<file path="src/rtl/temporal_diff_stream.sv">
// Streaming temporal-gradient stage: emits It = curr - prev with (x,y) tags
// and reports per-frame motion count, bounding box and pixel-count integrity.
//
// Ports:
//   clk, rst_n            clock, synchronous active-low reset
//   pixel_curr/prev       co-located pixel pair, qualified by pixel_valid
//   frame_done            producer end-of-frame (ignored outside a frame)
//   it_out/it_x/it_y      signed gradient and its raster position (it_valid)
//   stats_valid           one-cycle pulse when the statistics below update
//   pixel_count           pixels accepted in the last frame
//   motion_count          pixels with |It| >= DIFF_THRESHOLD
//   bbox_*                inclusive motion bounding box, bbox_valid if any
//   frame_error           short frame or overrun
module temporal_diff_stream #(
  parameter int PIXEL_WIDTH    = 8,
  parameter int IMAGE_WIDTH    = 320,
  parameter int IMAGE_HEIGHT   = 240,
  parameter int DIFF_THRESHOLD = 32,
  localparam int XW = $clog2(IMAGE_WIDTH),
  localparam int YW = $clog2(IMAGE_HEIGHT),
  localparam int CW = $clog2(IMAGE_WIDTH * IMAGE_HEIGHT + 1),
  localparam int DW = PIXEL_WIDTH + 1
) (
  input  logic                   clk,
  input  logic                   rst_n,
  input  logic [PIXEL_WIDTH-1:0] pixel_curr,
  input  logic [PIXEL_WIDTH-1:0] pixel_prev,
  input  logic                   pixel_valid,
  input  logic                   frame_done,
  output logic [DW-1:0]          it_out,
  output logic [XW-1:0]          it_x,
  output logic [YW-1:0]          it_y,
  output logic                   it_valid,
  output logic                   stats_valid,
  output logic [CW-1:0]          pixel_count,
  output logic [CW-1:0]          motion_count,
  output logic [XW-1:0]          bbox_x_min,
  output logic [XW-1:0]          bbox_x_max,
  output logic [YW-1:0]          bbox_y_min,
  output logic [YW-1:0]          bbox_y_max,
  output logic                   bbox_valid,
  output logic                   frame_error
);

  localparam int NPIX = IMAGE_WIDTH * IMAGE_HEIGHT;
  localparam logic [CW-1:0] TOTAL  = CW'(NPIX);
  localparam logic [XW-1:0] X_LAST = XW'(IMAGE_WIDTH - 1);
  localparam logic [YW-1:0] Y_LAST = YW'(IMAGE_HEIGHT - 1);
  localparam logic [DW-1:0] THR    = DW'(DIFF_THRESHOLD);

  typedef enum logic [1:0] {
    IDLE,
    RUN,
    REPORT
  } state_t;

  state_t state_q, state_d;

  // working (per-frame) state
  logic [XW-1:0] x_q, x_d;
  logic [YW-1:0] y_q, y_d;
  logic [CW-1:0] cnt_q, cnt_d;
  logic [CW-1:0] mcnt_q, mcnt_d;
  logic          ovr_q, ovr_d;
  logic [XW-1:0] wx_min_q, wx_min_d;
  logic [XW-1:0] wx_max_q, wx_max_d;
  logic [YW-1:0] wy_min_q, wy_min_d;
  logic [YW-1:0] wy_max_q, wy_max_d;

  // registered outputs
  logic [DW-1:0] it_out_q, it_out_d;
  logic [XW-1:0] it_x_q, it_x_d;
  logic [YW-1:0] it_y_q, it_y_d;
  logic          it_valid_q, it_valid_d;
  logic          stats_valid_q, stats_valid_d;
  logic [CW-1:0] pixel_count_q, pixel_count_d;
  logic [CW-1:0] motion_count_q, motion_count_d;
  logic [XW-1:0] bbox_x_min_q, bbox_x_min_d;
  logic [XW-1:0] bbox_x_max_q, bbox_x_max_d;
  logic [YW-1:0] bbox_y_min_q, bbox_y_min_d;
  logic [YW-1:0] bbox_y_max_q, bbox_y_max_d;
  logic          bbox_valid_q, bbox_valid_d;
  logic          frame_error_q, frame_error_d;

  // datapath
  logic [DW-1:0] diff;
  logic [DW-1:0] mag;
  logic          is_motion;

  assign diff = {1'b0, pixel_curr} - {1'b0, pixel_prev};
  assign mag  = diff[DW-1] ? (~diff + DW'(1)) : diff;
  assign is_motion = (mag >= THR);

  // A pixel outside RUN opens a new frame: working state reads as cleared.
  logic          start;
  logic          accept;
  logic [XW-1:0] px;
  logic [YW-1:0] py;
  logic [CW-1:0] cb;
  logic [CW-1:0] mb;
  logic          ob;
  logic [XW-1:0] bx_min, bx_max;
  logic [YW-1:0] by_min, by_max;

  assign start  = pixel_valid && (state_q != RUN);
  assign px     = start ? '0 : x_q;
  assign py     = start ? '0 : y_q;
  assign cb     = start ? '0 : cnt_q;
  assign mb     = start ? '0 : mcnt_q;
  assign ob     = start ? 1'b0 : ovr_q;
  assign bx_min = start ? '0 : wx_min_q;
  assign bx_max = start ? '0 : wx_max_q;
  assign by_min = start ? '0 : wy_min_q;
  assign by_max = start ? '0 : wy_max_q;
  assign accept = pixel_valid && (cb != TOTAL);

  logic finalize;

  always_comb begin
    state_d        = state_q;
    x_d            = px;
    y_d            = py;
    cnt_d          = cb;
    mcnt_d         = mb;
    ovr_d          = ob;
    wx_min_d       = bx_min;
    wx_max_d       = bx_max;
    wy_min_d       = by_min;
    wy_max_d       = by_max;
    it_out_d       = it_out_q;
    it_x_d         = it_x_q;
    it_y_d         = it_y_q;
    it_valid_d     = 1'b0;
    stats_valid_d  = 1'b0;
    pixel_count_d  = pixel_count_q;
    motion_count_d = motion_count_q;
    bbox_x_min_d   = bbox_x_min_q;
    bbox_x_max_d   = bbox_x_max_q;
    bbox_y_min_d   = bbox_y_min_q;
    bbox_y_max_d   = bbox_y_max_q;
    bbox_valid_d   = bbox_valid_q;
    frame_error_d  = frame_error_q;
    finalize       = 1'b0;

    if (accept) begin
      it_out_d   = diff;
      it_x_d     = px;
      it_y_d     = py;
      it_valid_d = 1'b1;
      cnt_d      = cb + CW'(1);
      if (px == X_LAST) begin
        x_d = '0;
        // row stays pinned on the last line
        if (py != Y_LAST) begin
          y_d = py + YW'(1);
        end
      end else begin
        x_d = px + XW'(1);
      end
      if (is_motion) begin
        mcnt_d = mb + CW'(1);
        if (mb == '0) begin
          wx_min_d = px;
          wx_max_d = px;
          wy_min_d = py;
          wy_max_d = py;
        end else begin
          if (px < bx_min) wx_min_d = px;
          if (px > bx_max) wx_max_d = px;
          if (py < by_min) wy_min_d = py;
          if (py > by_max) wy_max_d = py;
        end
      end
    end else if (pixel_valid) begin
      ovr_d = 1'b1;
    end

    unique case (state_q)
      IDLE: begin
        if (pixel_valid) state_d = RUN;
      end
      RUN: begin
        if (frame_done) begin
          state_d  = REPORT;
          finalize = 1'b1;
        end
      end
      REPORT: begin
        state_d = pixel_valid ? RUN : IDLE;
      end
      default: state_d = IDLE;
    endcase

    // snapshot includes a pixel arriving with frame_done
    if (finalize) begin
      stats_valid_d  = 1'b1;
      pixel_count_d  = cnt_d;
      motion_count_d = mcnt_d;
      bbox_valid_d   = (mcnt_d != '0);
      frame_error_d  = ovr_d || (cnt_d != TOTAL);
      if (mcnt_d != '0) begin
        bbox_x_min_d = wx_min_d;
        bbox_x_max_d = wx_max_d;
        bbox_y_min_d = wy_min_d;
        bbox_y_max_d = wy_max_d;
      end else begin
        bbox_x_min_d = '0;
        bbox_x_max_d = '0;
        bbox_y_min_d = '0;
        bbox_y_max_d = '0;
      end
    end
  end

  always_ff @(posedge clk) begin
    if (!rst_n) begin
      state_q        <= IDLE;
      x_q            <= '0;
      y_q            <= '0;
      cnt_q          <= '0;
      mcnt_q         <= '0;
      ovr_q          <= 1'b0;
      wx_min_q       <= '0;
      wx_max_q       <= '0;
      wy_min_q       <= '0;
      wy_max_q       <= '0;
      it_out_q       <= '0;
      it_x_q         <= '0;
      it_y_q         <= '0;
      it_valid_q     <= 1'b0;
      stats_valid_q  <= 1'b0;
      pixel_count_q  <= '0;
      motion_count_q <= '0;
      bbox_x_min_q   <= '0;
      bbox_x_max_q   <= '0;
      bbox_y_min_q   <= '0;
      bbox_y_max_q   <= '0;
      bbox_valid_q   <= 1'b0;
      frame_error_q  <= 1'b0;
    end else begin
      state_q        <= state_d;
      x_q            <= x_d;
      y_q            <= y_d;
      cnt_q          <= cnt_d;
      mcnt_q         <= mcnt_d;
      ovr_q          <= ovr_d;
      wx_min_q       <= wx_min_d;
      wx_max_q       <= wx_max_d;
      wy_min_q       <= wy_min_d;
      wy_max_q       <= wy_max_d;
      it_out_q       <= it_out_d;
      it_x_q         <= it_x_d;
      it_y_q         <= it_y_d;
      it_valid_q     <= it_valid_d;
      stats_valid_q  <= stats_valid_d;
      pixel_count_q  <= pixel_count_d;
      motion_count_q <= motion_count_d;
      bbox_x_min_q   <= bbox_x_min_d;
      bbox_x_max_q   <= bbox_x_max_d;
      bbox_y_min_q   <= bbox_y_min_d;
      bbox_y_max_q   <= bbox_y_max_d;
      bbox_valid_q   <= bbox_valid_d;
      frame_error_q  <= frame_error_d;
    end
  end

  assign it_out       = it_out_q;
  assign it_x         = it_x_q;
  assign it_y         = it_y_q;
  assign it_valid     = it_valid_q;
  assign stats_valid  = stats_valid_q;
  assign pixel_count  = pixel_count_q;
  assign motion_count = motion_count_q;
  assign bbox_x_min   = bbox_x_min_q;
  assign bbox_x_max   = bbox_x_max_q;
  assign bbox_y_min   = bbox_y_min_q;
  assign bbox_y_max   = bbox_y_max_q;
  assign bbox_valid   = bbox_valid_q;
  assign frame_error  = frame_error_q;

endmodule

</file>
<file path="config.mk">
export PLATFORM = sky130hd
export DESIGN_NAME = temporal_diff_stream
export DESIGN_NICKNAME = d
export VERILOG_FILES = /design/src/rtl/temporal_diff_stream.sv
export SDC_FILE = /design/constraint.sdc
export NUM_CORES = 1
export LEC_CHECK = 0
export BUFFER_PORTS_ARGS = -buffer_cell sky130_fd_sc_hd__buf_2
export CAP_MARGIN = 20
export CORE_MARGIN = 5
export CORE_UTILIZATION = 52
export CTS_BUF_LIST = sky130_fd_sc_hd__clkbuf_16
export CTS_CLUSTER_SIZE = 25
export DETAILED_ROUTE_END_ITERATION = 7
export GPL_ROUTABILITY_DRIVEN = 0
export PLACE_DENSITY = 0.76
export SLEW_MARGIN = 20
export SYNTH_ARGS = -nofsm -noshare
export SYNTH_HDL_FRONTEND = slang
export SYNTH_SLANG_ARGS = --single-unit
</file>
<file path="constraint.sdc">
create_clock -name clk -period 4.2 [get_ports clk]
set_input_delay 0.21 -clock clk [delete_from_list [all_inputs] [get_ports clk]]
set_output_delay 0.21 -clock clk [all_outputs]
set_load 0.05 [all_outputs]
</file>
**After elaboration in Yosys (flattened, before gate mapping)**

Cells that the tools add are included.
W data, S select, Z words.

- Bits in registers: 186
- Input bits: 20

- Reductions and logical operators: 7
- Mux-type cells: 48
- Equality and inequality tests: 9
- Add/subtract/negate cells: 6
- $lt $le $gt $ge: 5
- Bitwise logic cells: 1

Operators with widths:

| kind | number |
|---|---|
| $mux W9 | 16 |
| $mux W8 | 16 |
| $mux W17 | 5 |
| $add A17 B1 Y17 const B | 2 |
| $ne A17 B17 Y1 const B | 2 |
| $add A9 B1 Y9 const B | 2 |
| $logic_not A17 Y1 | 1 |
| $reduce_bool A17 Y1 | 1 |
| $eq A9 B9 Y1 const B | 1 |
| $ge A9 B6 Y1 const B | 1 |
| $gt A9 B9 Y1 | 1 |
| $lt A9 B9 Y1 | 1 |
| $not A9 Y9 | 1 |
| $sub A8 B8 Y9 | 1 |
| $add A8 B1 Y8 const B | 1 |
| $gt A8 B8 Y1 | 1 |
| $lt A8 B8 Y1 | 1 |
| $mux W1 | 8 |
| $ne A8 B8 Y1 const B | 1 |
| $pmux W2 S3 | 1 |
| $mux W2 | 2 |
| $ne A2 B2 Y1 const B | 2 |
| $eq A2 B1 Y1 const B | 1 |
| $eq A2 B2 Y1 const B | 1 |
| 5 further kinds | 6 |

**Logic depth before layout (Yosys ltp)**

Gate-level depths: netlist of the first run.

- Word-level depth: 9
- Mapped depth: 20
- Mapped depth without buffers: 15

**Least setup slack after synthesis of the first run**

No wires, ideal clock.

- Path kind: flip-flop to flip-flop
- From: register state_q[1]
- To: register bbox_x_max_q[0], in the netlist bbox_x_max[0]
- Slack: -36 ps
- Period minus slack after synthesis: 4,236 ps
- Data arrival time: 4,119 ps
- Buffers on the path: 4
- Setup time: 117 ps
- Cell stages (with the launch flop): 19
- Cells stage by stage: dfxtp_1 -> nand2b_1 -> nand2_1 -> clkbuf_1 -> clkbuf_1 -> clkbuf_1 -> buf_1 -> nand2_1 -> ha_1 -> nor2b_1 -> o21a_1 -> o21ai_0 -> a21oi_1 -> nor2_1 -> nor2_1 -> a2111oi_0 -> nor3_4 -> mux2_2 -> a22o_1

- Word-level cells in the longest chain between the ends: 9
- Elaborated cells between the ends (all ways): 21
- Those cells by class: add/sub: 1; order compare: 1; eq/ne: 3; mux: 12; reduce/logical: 4

Ends and longest elaborated chain:

| item | line | source |
|---|---|---|
| from (decl) | 57 | `state_t state_q, state_d;` |
| from (signal assigned) | 241 | `state_q <= state_d;` |
| branches (longest 9 deep; another with $add A17 B1 Y17) | - |  |
| to (signal assigned) | 259 | `bbox_x_max_q <= bbox_x_max_d;` |
| to (decl) | 79 | `logic [XW-1:0] bbox_x_max_q, bbox_x_max_d;` |

Several ways; the timed one is not identified.
A chain may end at the register's enable or synchronous reset.

**Final worst setup path of the first run**

Same ends and word-level chain as after synthesis.

==> flow_metrics.env, run 1 <==
export IMPL_avgSynthCellArea_um2=8.23
export IMPL_drv_slew=0
export IMPL_grt_use_total=0.228
export IMPL_final_antenna_net_count=0
export IMPL_cts_buffer_depth=2
export IMPL_path_cells="nand2b_1, nand2_2, nand2_1, ha_1, nor4b_1, nand4_1, o21a_1, o21ai_2, or2_1, buf_4, nor3_4, mux2_2, a22o_1"
export IMPL_synthFlopType="dfxtp_1"
export IMPL_tightestPinTransition_ns=0.836
export IMPL_fin_crit_sh=0.925
export IMPL_crit_path_start_kind="flip-flop"
export IMPL_antenna_found_initial=0
export IMPL_criticalPathCategory="flip-flop to flip-flop"
export IMPL_synth_largest_area_cell="dfxtp_1"
export IMPL_ir_worst_vdd_uv=304
export IMPL_start_util=0.524
export IMPL_max_freq_mhz=257
export IMPL_drive_above_1_share=0.157
export IMPL_cts_sinks=186
export IMPL_n_antenna_cell=0
export IMPL_drc=0
export IMPL_max_stage_delay_ns=0.53
export IMPL_cts_root_buf="clkbuf_16"
export IMPL_r2r_start="state_q[1]"
export IMPL_grt_start_max_net_pins=50
export IMPL_clk_pin_slew_ns=0.07
export IMPL_ff2ff_setup_slack_ns=0.31
export IMPL_hold_violations=0
export IMPL_viasPerCell=5.64
export IMPL_synth_net_count=1158
export IMPL_die_w_um=141
export IMPL_num_vias=8093
export IMPL_rsz0062_at_grt="no"
export IMPL_endpoint_kind="flip-flop"
export IMPL_stdcell_count=1436
export IMPL_yosysTopAreaCellShare=0.415
export IMPL_worstPathMaxFanout=12
export IMPL_synth_most_common_cell="dfxtp_1"
export IMPL_synthTopCellsByCount="186 x dfxtp_1, 168 x nand2_1, 125 x nor2_1"
export IMPL_synthTopCellsByArea="dfxtp_1 42%, nand2_1 7.0%, ha_1 6.6%"
export IMPL_pin_count=118
export IMPL_yosysSeqAreaShare=0.415
export IMPL_ys_types=62
export IMPL_ctsHoldBuffers=0
export IMPL_cts_tree="built"
export IMPL_die_area_mm2=0.0200
export IMPL_critPathRequiredTime_ns=4.52
export IMPL_mappedNetlistArea_mm2=0.00897
export IMPL_dp_cells=1404
export IMPL_timing_final_ws_setup_ns=0.313
export IMPL_setup_tns_ns=0
export IMPL_grt_pass1_vias=7703
export IMPL_dpl_hpwl_um=16200
export IMPL_post_cts_setup_buffer_count=0
export IMPL_h_tree_depth=4
export IMPL_slew_headroom=0.438
export IMPL_fin_crit_ns=3.89
export IMPL_routed_wirelength_um=22900
export IMPL_startpoint="state_q[1]"
export IMPL_core_region_area_mm2=0.0171
export IMPL_dr_pass1_iters=6
export IMPL_drtIter0Drc=661
export IMPL_final_core_utilization=0.608
export IMPL_grt_pass1_wl_um=37700
export IMPL_power_density_mw_per_mm2=361
export IMPL_setup_viol=0
export IMPL_hp_start="frame_done"
export IMPL_wire_per_inst_um=15.9
export IMPL_ctsResizeCount=0
export IMPL_synth_warning_count=0
export IMPL_syn_to_final_growth_pct=16.1
export IMPL_synth_edff_count=0
export IMPL_pre_cts_ws_ns=0.113
export IMPL_cts_made_buffers=17
export IMPL_layout_nets=1266
export IMPL_cellLeakagePower_nw=4.54
export IMPL_die_height_um=141
export IMPL_rows=48
export IMPL_min_path_type="input pin to flip-flop"
export IMPL_grt_ovfl_total=0
export IMPL_insertion_delay_ns=0.43
export IMPL_async_flop_share=0
export IMPL_synth_cells=1090
export IMPL_synth_seq_cells=186
export IMPL_skew_ns=0.00573
export IMPL_portBuffers=117
export IMPL_run_status="finished, final reports clean"
export IMPL_cp_slowest_cell="nor3_4"
export IMPL_arrival_ns=4.21
export IMPL_cap_violations=0
==> per-layer routing <==
layer | wire [um] | vias up | GRT usage
met5 | 0 | - | 0
met3 | 1460 | 45 | 0.0421
met1 | 9950 | 3785 | 0.291
li1 | - | 3978 | -
met4 | 531 | 0 | 0.0760
met2 | 10900 | 285 | 0.388
==> final timing paths <==
check,end,cells after the start
worst max-delay path,bbox_x_max[0],13
worst min-delay path,state_q[1],3
worst max register to register,bbox_x_max[0],13
worst min register to register,pixel_count[4],2
==> critical path, delay by kind of cell (launching register included) <==
family	cells	cell delay, ns
buf+inv	1	0.19
flops	1	0.32
mux	1	0.41
fa+ha+maj	1	0.25
simple gates	7	1.86
compound gates	3	0.73
==> layout by cell type, fill, tap and decap left out, types with 17 or more instances in the layout <==
| master | synthesis | routed |
|---|---|---|
| buf_2 | 2 | 117 |
| dfxtp_1 | 186 | 186 |
| o21ai_0 | 40 | 40 |
| xnor2_1 | 29 | 29 |
| nand2_1 | 168 | 167 |
| buf_4 | 0 | 29 |
| inv_1 | 41 | 41 |
| and2_1 | 50 | 50 |
| mux2i_1 | 20 | 20 |
| ha_1 | 47 | 47 |
| a22o_1 | 34 | 34 |
| nor2_1 | 125 | 123 |
| nand4_1 | 17 | 17 |
| nor3_1 | 33 | 33 |
| a211oi_1 | 19 | 19 |
| a21oi_1 | 61 | 61 |
| clkbuf_16 | 0 | 17 |
| nand3_1 | 35 | 35 |
==> final cells by class <==
type / instances / area [um2]
clock inverter: 15 / 141
multi-input combinational: 803 / 4840
inverter: 42 / 158
clock buffer: 17 / 425
fill: 1528 / 6700
tap: 225 / 282
timing repair buffer: 148 / 843
sequential: 186 / 3720
==> metrics by stage <==
stage / cell area, um2 / hold WS [ns] / total power (W)
after floorplan: 8970 / 0.399 / 0.00213
after global placement: 9850 / 0.440 / 0.00224
after detailed placement: 9850 / 0.446 / 0.00224
after CTS: 10400 / 0.0922 / 0.00378
after global routing: 10400 / 0.116 / 0.00389
final: 10400 / 0.109 / 0.00376
==> state kept, by name (all words and copies together), names as in the netlist, 9 cells and up <==
name	flops
it_out	9
motion_count	17
wx_min_q	9
mcnt_q	17
x_q	9
pixel_count	17
bbox_x_min	9
bbox_x_max	9
wx_max_q	9
cnt_q	17
it_x	9
==> logic make-up after synthesis <==
group,share of synthesized area
XOR/XNOR,0.0439
adder cells (fa/ha/maj),0.0678
AND/OR/NAND/NOR,0.250
flip-flops,0.415
AO/OA/AOI/OAI,0.152
buffers and inverters,0.0467
multiplexers,0.0248
==> power breakdown <==
group          internal, W  switching (W)
logic             0.000122       0.000287
registers          0.00179      0.0000133
clock network     0.000829       0.000723
total              0.00274        0.00102
Note: power is estimated with default switching activity, not from simulation.
==> run 2: changes to the inputs <==
CORE_UTILIZATION = 40   (was 52)
PLACE_DENSITY = unset   (was 0.76)
clock period = 4.84 ns   (was 4.2 ns; I/O delays follow)
==> run 2 against run 1 <==
  * Sequential power decreased by 13%
  * Clock power fell by 18%
  * Clock-buffer cell count unchanged
  * Total power decreased by 15%
  * Global-route usage fell by 4.3 points
  * Sequential share of layout area rose by 0.26 points
  * Final cell count grew 2.6%
==> flow_metrics.env, run 2 (synthesized netlist as in run 1, its figures left out) <==
export IMPL_grt_start_max_net_pins=56
export IMPL_final_common_cell="dfxtp_1"
export IMPL_critPathRequiredTime_ns=5.16
export IMPL_ir_worst_vdd_uv=186
export IMPL_n_antenna_cell=0
export IMPL_start_util=0.409
export IMPL_rows=54
export IMPL_die_area_mm2=0.0255
export IMPL_syn_to_final_growth_pct=15.2
export IMPL_die_height_um=160
export IMPL_hold_ws_ns=0.127
export IMPL_cts_sinks=186
export IMPL_cts_buffer_depth=2
export IMPL_viasPerCell=5.24
export IMPL_setup_viol=0
export IMPL_drtIter0Drc=562
export IMPL_ctsResizeCount=0
export IMPL_grt_use_total=0.185
export IMPL_slew_headroom=0.321
export IMPL_ctsHoldBuffers=0
export IMPL_grt_pass1_wl_um=39300
export IMPL_arrival_ns=4.34
export IMPL_fin_crit_sh=0.830
export IMPL_portBuffers=117
export IMPL_skew_ns=0.0113
export IMPL_layout_common_cells="186 x dfxtp_1, 167 x nand2_1, 123 x nor2_1"
export IMPL_min_path_type="input pin to flip-flop"
export IMPL_rsz0062_at_grt="no"
export IMPL_h_tree_depth=4
export IMPL_endpoint_kind="flip-flop"
export IMPL_total_power_w=0.00318
export IMPL_die_w_um=160
export IMPL_dr_pass1_iters=5
export IMPL_pin_count=118
export IMPL_pre_cts_ws_ns=0.638
export IMPL_grt_ovfl_total=0
export IMPL_crit_path_start_kind="flip-flop"
export IMPL_cellLeakagePower_nw=4.46
export IMPL_clk_pin_slew_ns=0.07
export IMPL_drc=0
export IMPL_drive_above_1_share=0.145
export IMPL_post_cts_setup_buffer_count=0
export IMPL_cap_violations=0
export IMPL_setup_tns_ns=0
export IMPL_final_core_utilization=0.471
export IMPL_timing_final_ws_setup_ns=0.823
export IMPL_antenna_found_initial=0
export IMPL_tightestPinTransition_ns=1.01
export IMPL_power_density_mw_per_mm2=307
export IMPL_final_antenna_net_count=0
export IMPL_fin_crit_ns=4.02
export IMPL_wire_per_inst_um=16.1
export IMPL_core_region_area_mm2=0.0220
export IMPL_grt_pass1_vias=7667
export IMPL_max_freq_mhz=249
export IMPL_dpl_hpwl_um=16800
export IMPL_insertion_delay_ns=0.43
export IMPL_run_status="finished, final reports clean"
export IMPL_hold_violations=0
export IMPL_criticalPathCategory="flip-flop to flip-flop"
export IMPL_drv_slew=0
export IMPL_cts_root_buf="clkbuf_16"
export IMPL_cts_made_buffers=17
export IMPL_layout_nets=1252
export IMPL_worstPathMaxFanout=34
export IMPL_num_vias=7727
export IMPL_routed_wirelength_um=23700
export IMPL_cts_tree="built"
-- run 2: worst paths after layout --
kind,start,endpoint,slack [ns],cells after the start
worst min register to register,it_x[4],it_x[4],0.45,2
worst max register to register,state_q[1],bbox_y_min[4],0.82,15
worst max-delay path,state_q[1],bbox_y_min[4],0.82,15
worst min-delay path,frame_done,state_q[1],0.13,3
-- run 2: routing by layer --
metal | up-vias | share of wire | global-route usage | wire length (um)
met4 | 0 | 0.011 | 0.0481 | 271
met3 | 24 | 0.052 | 0.0397 | 1240
li1 | 3938 | - | - | -
met5 | - | 0 | 0 | 0
met1 | 3576 | 0.48 | 0.250 | 11300
met2 | 189 | 0.46 | 0.303 | 10800
-- run 2: worst max-delay path: stages (launching register included) --
cell and delay [ns]:
dfxtp_1 0.31, nand2b_1 0.20, nand2_2 0.29, nand2_1 0.23, ha_1 0.27, nor4b_1 0.15
nand4_1 0.24, o21a_1 0.17, buf_4 0.25, o21ai_2 0.17, nor4_1 0.42, mux2i_1 0.30
o2111ai_1 0.17, o31a_1 0.35, buf_12 0.19, a22o_1 0.19
-- run 2: metrics by stage --
stage / cells / cell area [um2]
final: 1474 / 10300
after global routing: 1474 / 10300
after CTS: 1474 / 10300
after detailed placement: 1445 / 9820
after global placement: 1445 / 9820
after floorplan: 1090 / 8970
-- run 2: area by class of cell --
type	instances	area [um2]
Clock buffer	17	425
Clock inverter	12	95.1
Fill cell	2148	11600
Inverter	42	158
Multi-Input combinational cell	803	4850
Sequential cell	186	3720
Tap cell	280	350
Timing Repair Buffer	134	738
-- run 2: where the power goes --
group | leakage [nW] | switching [W] | internal, W
Sequential | 1.50 | 0.0000120 | 0.00155
Clock | 0.249 | 0.000612 | 0.000656
Combinational | 2.70 | 0.000250 | 0.0000988
==> run 3: changes to the inputs <==
ABC_AREA = 1   (was unset)
clock period = 3.34 ns   (was 4.84 ns; I/O delays follow)
==> run 3 against run 2 <==
  * Final cell count increased by 25%
  * Critical endpoint is now bbox_x_min[1]
  * Largest power group unchanged
  * Combinational power rose to 3.6 times the previous value
  * Maximum frequency is 27% higher
  * Synthesized cell count rose by 25%
  * Register-to-register slack got worse by 0.65 ns
==> flow_metrics.env, run 3 <==
export IMPL_run_status="finished, final reports clean"
export IMPL_rows=57
export IMPL_portBuffers=117
export IMPL_tightestPinTransition_ns=0.866
export IMPL_ir_worst_vdd_uv=308
export IMPL_synthTopCellsByCount="269 x nand2_1, 186 x dfxtp_1, 185 x inv_1"
export IMPL_setup_viol=0
export IMPL_layout_common_cells="266 x nand2_1, 186 x dfxtp_1, 184 x inv_1"
export IMPL_criticalPathCategory="flip-flop to flip-flop"
export IMPL_num_vias=9095
export IMPL_final_common_cell="nand2_1"
export IMPL_cap_violations=0
export IMPL_path_buf_inv=6
export IMPL_async_flop_share=0
export IMPL_cellLeakagePower_nw=5.47
export IMPL_cts_root_buf="clkbuf_16"
export IMPL_worstPathMaxFanout=12
export IMPL_die_height_um=166
export IMPL_rsz0062_at_grt="yes"
export IMPL_routed_wirelength_um=26500
export IMPL_antenna_found_initial=0
export IMPL_layout_nets=1569
export IMPL_skew_ns=0.0155
export IMPL_total_power_w=0.00570
export IMPL_synth_most_common_cell="nand2_1"
export IMPL_cp_slowest_cell="a21oi_2"
export IMPL_max_stage_delay_ns=0.32
export IMPL_final_core_utilization=0.489
export IMPL_max_freq_mhz=316
export IMPL_setup_tns_ns=0
export IMPL_dpl_hpwl_um=19000
export IMPL_ys_types=52
export IMPL_drc=0
export IMPL_critPathRequiredTime_ns=3.71
export IMPL_n_antenna_cell=0
export IMPL_drv_slew=0
export IMPL_grt_pass1_vias=8524
export IMPL_stdcell_count=1838
export IMPL_synth_largest_area_cell="dfxtp_1"
export IMPL_yosysSeqAreaShare=0.383
export IMPL_syn_to_final_growth_pct=21.3
export IMPL_die_area_mm2=0.0275
export IMPL_hold_violations=0
export IMPL_cts_buffer_depth=2
export IMPL_synth_seq_cells=186
export IMPL_clk_pin_slew_ns=0.08
export IMPL_grt_use_total=0.184
export IMPL_cts_tree="built"
export IMPL_yosysTopAreaCellShare=0.383
export IMPL_die_w_um=166
export IMPL_endpoint_kind="flip-flop"
export IMPL_arrival_ns=3.54
export IMPL_synth_net_count=1426
export IMPL_min_path_type="input pin to flip-flop"
export IMPL_drive_above_1_share=0.204
export IMPL_final_antenna_net_count=0
export IMPL_avgSynthCellArea_um2=7.16
export IMPL_grt_pass1_wl_um=42600
export IMPL_cts_sinks=186
export IMPL_viasPerCell=4.95
export IMPL_dr_pass1_iters=5
export IMPL_final_area_mm2=0.0118
export IMPL_cp_top_family="buffers and inverters"
export IMPL_slew_headroom=0.422
export IMPL_fin_crit_sh=0.948
export IMPL_crit_path_start_kind="flip-flop"
export IMPL_insertion_delay_ns=0.44
export IMPL_start_util=0.403
export IMPL_synthTopCellsByArea="dfxtp_1 38%, nand2_1 10%, inv_1 7.1%"
export IMPL_synth_warning_count=0
export IMPL_synth_edff_count=0
export IMPL_grt_ovfl_total=0
export IMPL_dp_cells=1795
export IMPL_path_cells="inv_1, nand2_4, nand2_8, buf_12, buf_6, nand2_2, inv_2, ha_1, nand2_1, nor2_1, nand3_1, o2111ai_1, a21oi_2, clkinvlp_4, clkbuf_2, o21ai_2, nand3_2, a21oi_1"
export IMPL_wire_per_inst_um=14.4
export IMPL_mappedNetlistArea_mm2=0.00972
export IMPL_pin_count=118
export IMPL_drtIter0Drc=529
export IMPL_grt_start_max_net_pins=66
export IMPL_cts_made_buffers=17
export IMPL_synthFlopType="dfxtp_1"
export IMPL_fin_crit_ns=3.17
export IMPL_power_density_mw_per_mm2=483
export IMPL_postPlaceCellArea_mm2=0.0109
export IMPL_ctsHoldBuffers=0
export IMPL_synth_cells=1358
export IMPL_h_tree_depth=4
export IMPL_core_region_area_mm2=0.0241
run 3: cell count changes after synthesis, sizes merged, moves of 14 or more:
cell	previous run	this run
a22o	34	0
nand3	35	98
o21ai	43	86
nand2	168	278
and2	50	1
a21oi	61	100
a211oi	19	3
mux2i	20	1
inv	42	193
xnor2	29	1
buf	14	28
nor2	125	166
o211ai	1	22
run 3: layer usage:
| metal | GRT usage | routed length [um] | vias to the layer above |
|---|---|---|---|
| met2 | 0.310 | 12500 | 198 |
| li1 | - | - | 4675 |
| met1 | 0.238 | 12400 | 4192 |
| met4 | 0.0574 | 439 | 0 |
| met5 | 0 | 0 | - |
| met3 | 0.0393 | 1180 | 30 |
run 3: path summary, 6_finish.rpt:
path / end / cells after the start / slack [ns] / from
max: bbox_x_min[1] / 18 / 0.17 / state_q[1]
min: state_q[0] / 4 / 0.06 / frame_done
max reg2reg: bbox_x_min[1] / 18 / 0.17 / state_q[1]
min reg2reg: bbox_y_max[1] / 2 / 0.46 / bbox_y_max[1]
run 3: final cells by class:
| class | count | area [um2] |
|---|---|---|
| fill | 2491 | 12300 |
| tap | 324 | 405 |
| clock inverter | 15 | 181 |
| sequential | 186 | 3720 |
| inverter | 193 | 736 |
| clock buffer | 17 | 425 |
| timing repair inverter | 1 | 7.51 |
| multi-input combinational | 916 | 5100 |
| timing repair buffer | 186 | 1210 |
run 3: report_power, final:
part | switching (W) | internal, W
Clock | 0.00101 | 0.00107
Combinational | 0.000852 | 0.000400
Sequential | 0.0000426 | 0.00232
run 3: through the flow:
step	setup WS, ns	hold slack (ns)
6_report	0.173	0.0580
2_1_floorplan	0.102	0.314
5_1_grt	-0.0374	0.0744
4_1_cts	0.00487	0.0417
3_3_place_gp	-0.0273	0.438
3_5_place_dp	-0.0256	0.445
run 3: cells by family (layout without fill, tap and decap cells):
group | Yosys count | in the layout | share of synthesized area
AO/OA/AOI/OAI | 233 | 233 | 0.134
multiplexers | 1 | 1 | 0.00103
XOR/XNOR | 24 | 24 | 0.0224
AND/OR/NAND/NOR | 610 | 610 | 0.291
adder cells (fa/ha/maj) | 48 | 48 | 0.0625
buffers and inverters | 256 | 412 | 0.106
flip-flops | 186 | 186 | 0.383
run 3: worst register-to-register path: stages (launching register included):
cell and delay [ns]:
dfxtp_1 0.31, inv_1 0.07, nand2_4 0.10, nand2_8 0.10, buf_12 0.17, buf_6 0.15, nand2_2 0.14, inv_2 0.09
ha_1 0.32, nand2_1 0.11, nor2_1 0.06, nand3_1 0.08, o2111ai_1 0.18, a21oi_2 0.32, clkinvlp_4 0.22, clkbuf_2 0.19
o21ai_2 0.23, nand3_2 0.09, a21oi_1 0.15
run 3: what timing repair did:
item,CTS,global route
setup endpoints to repair,6,50
buffers inserted,0,6
gates resized for setup,2,50
pin swaps,0,4
cloned,0,5
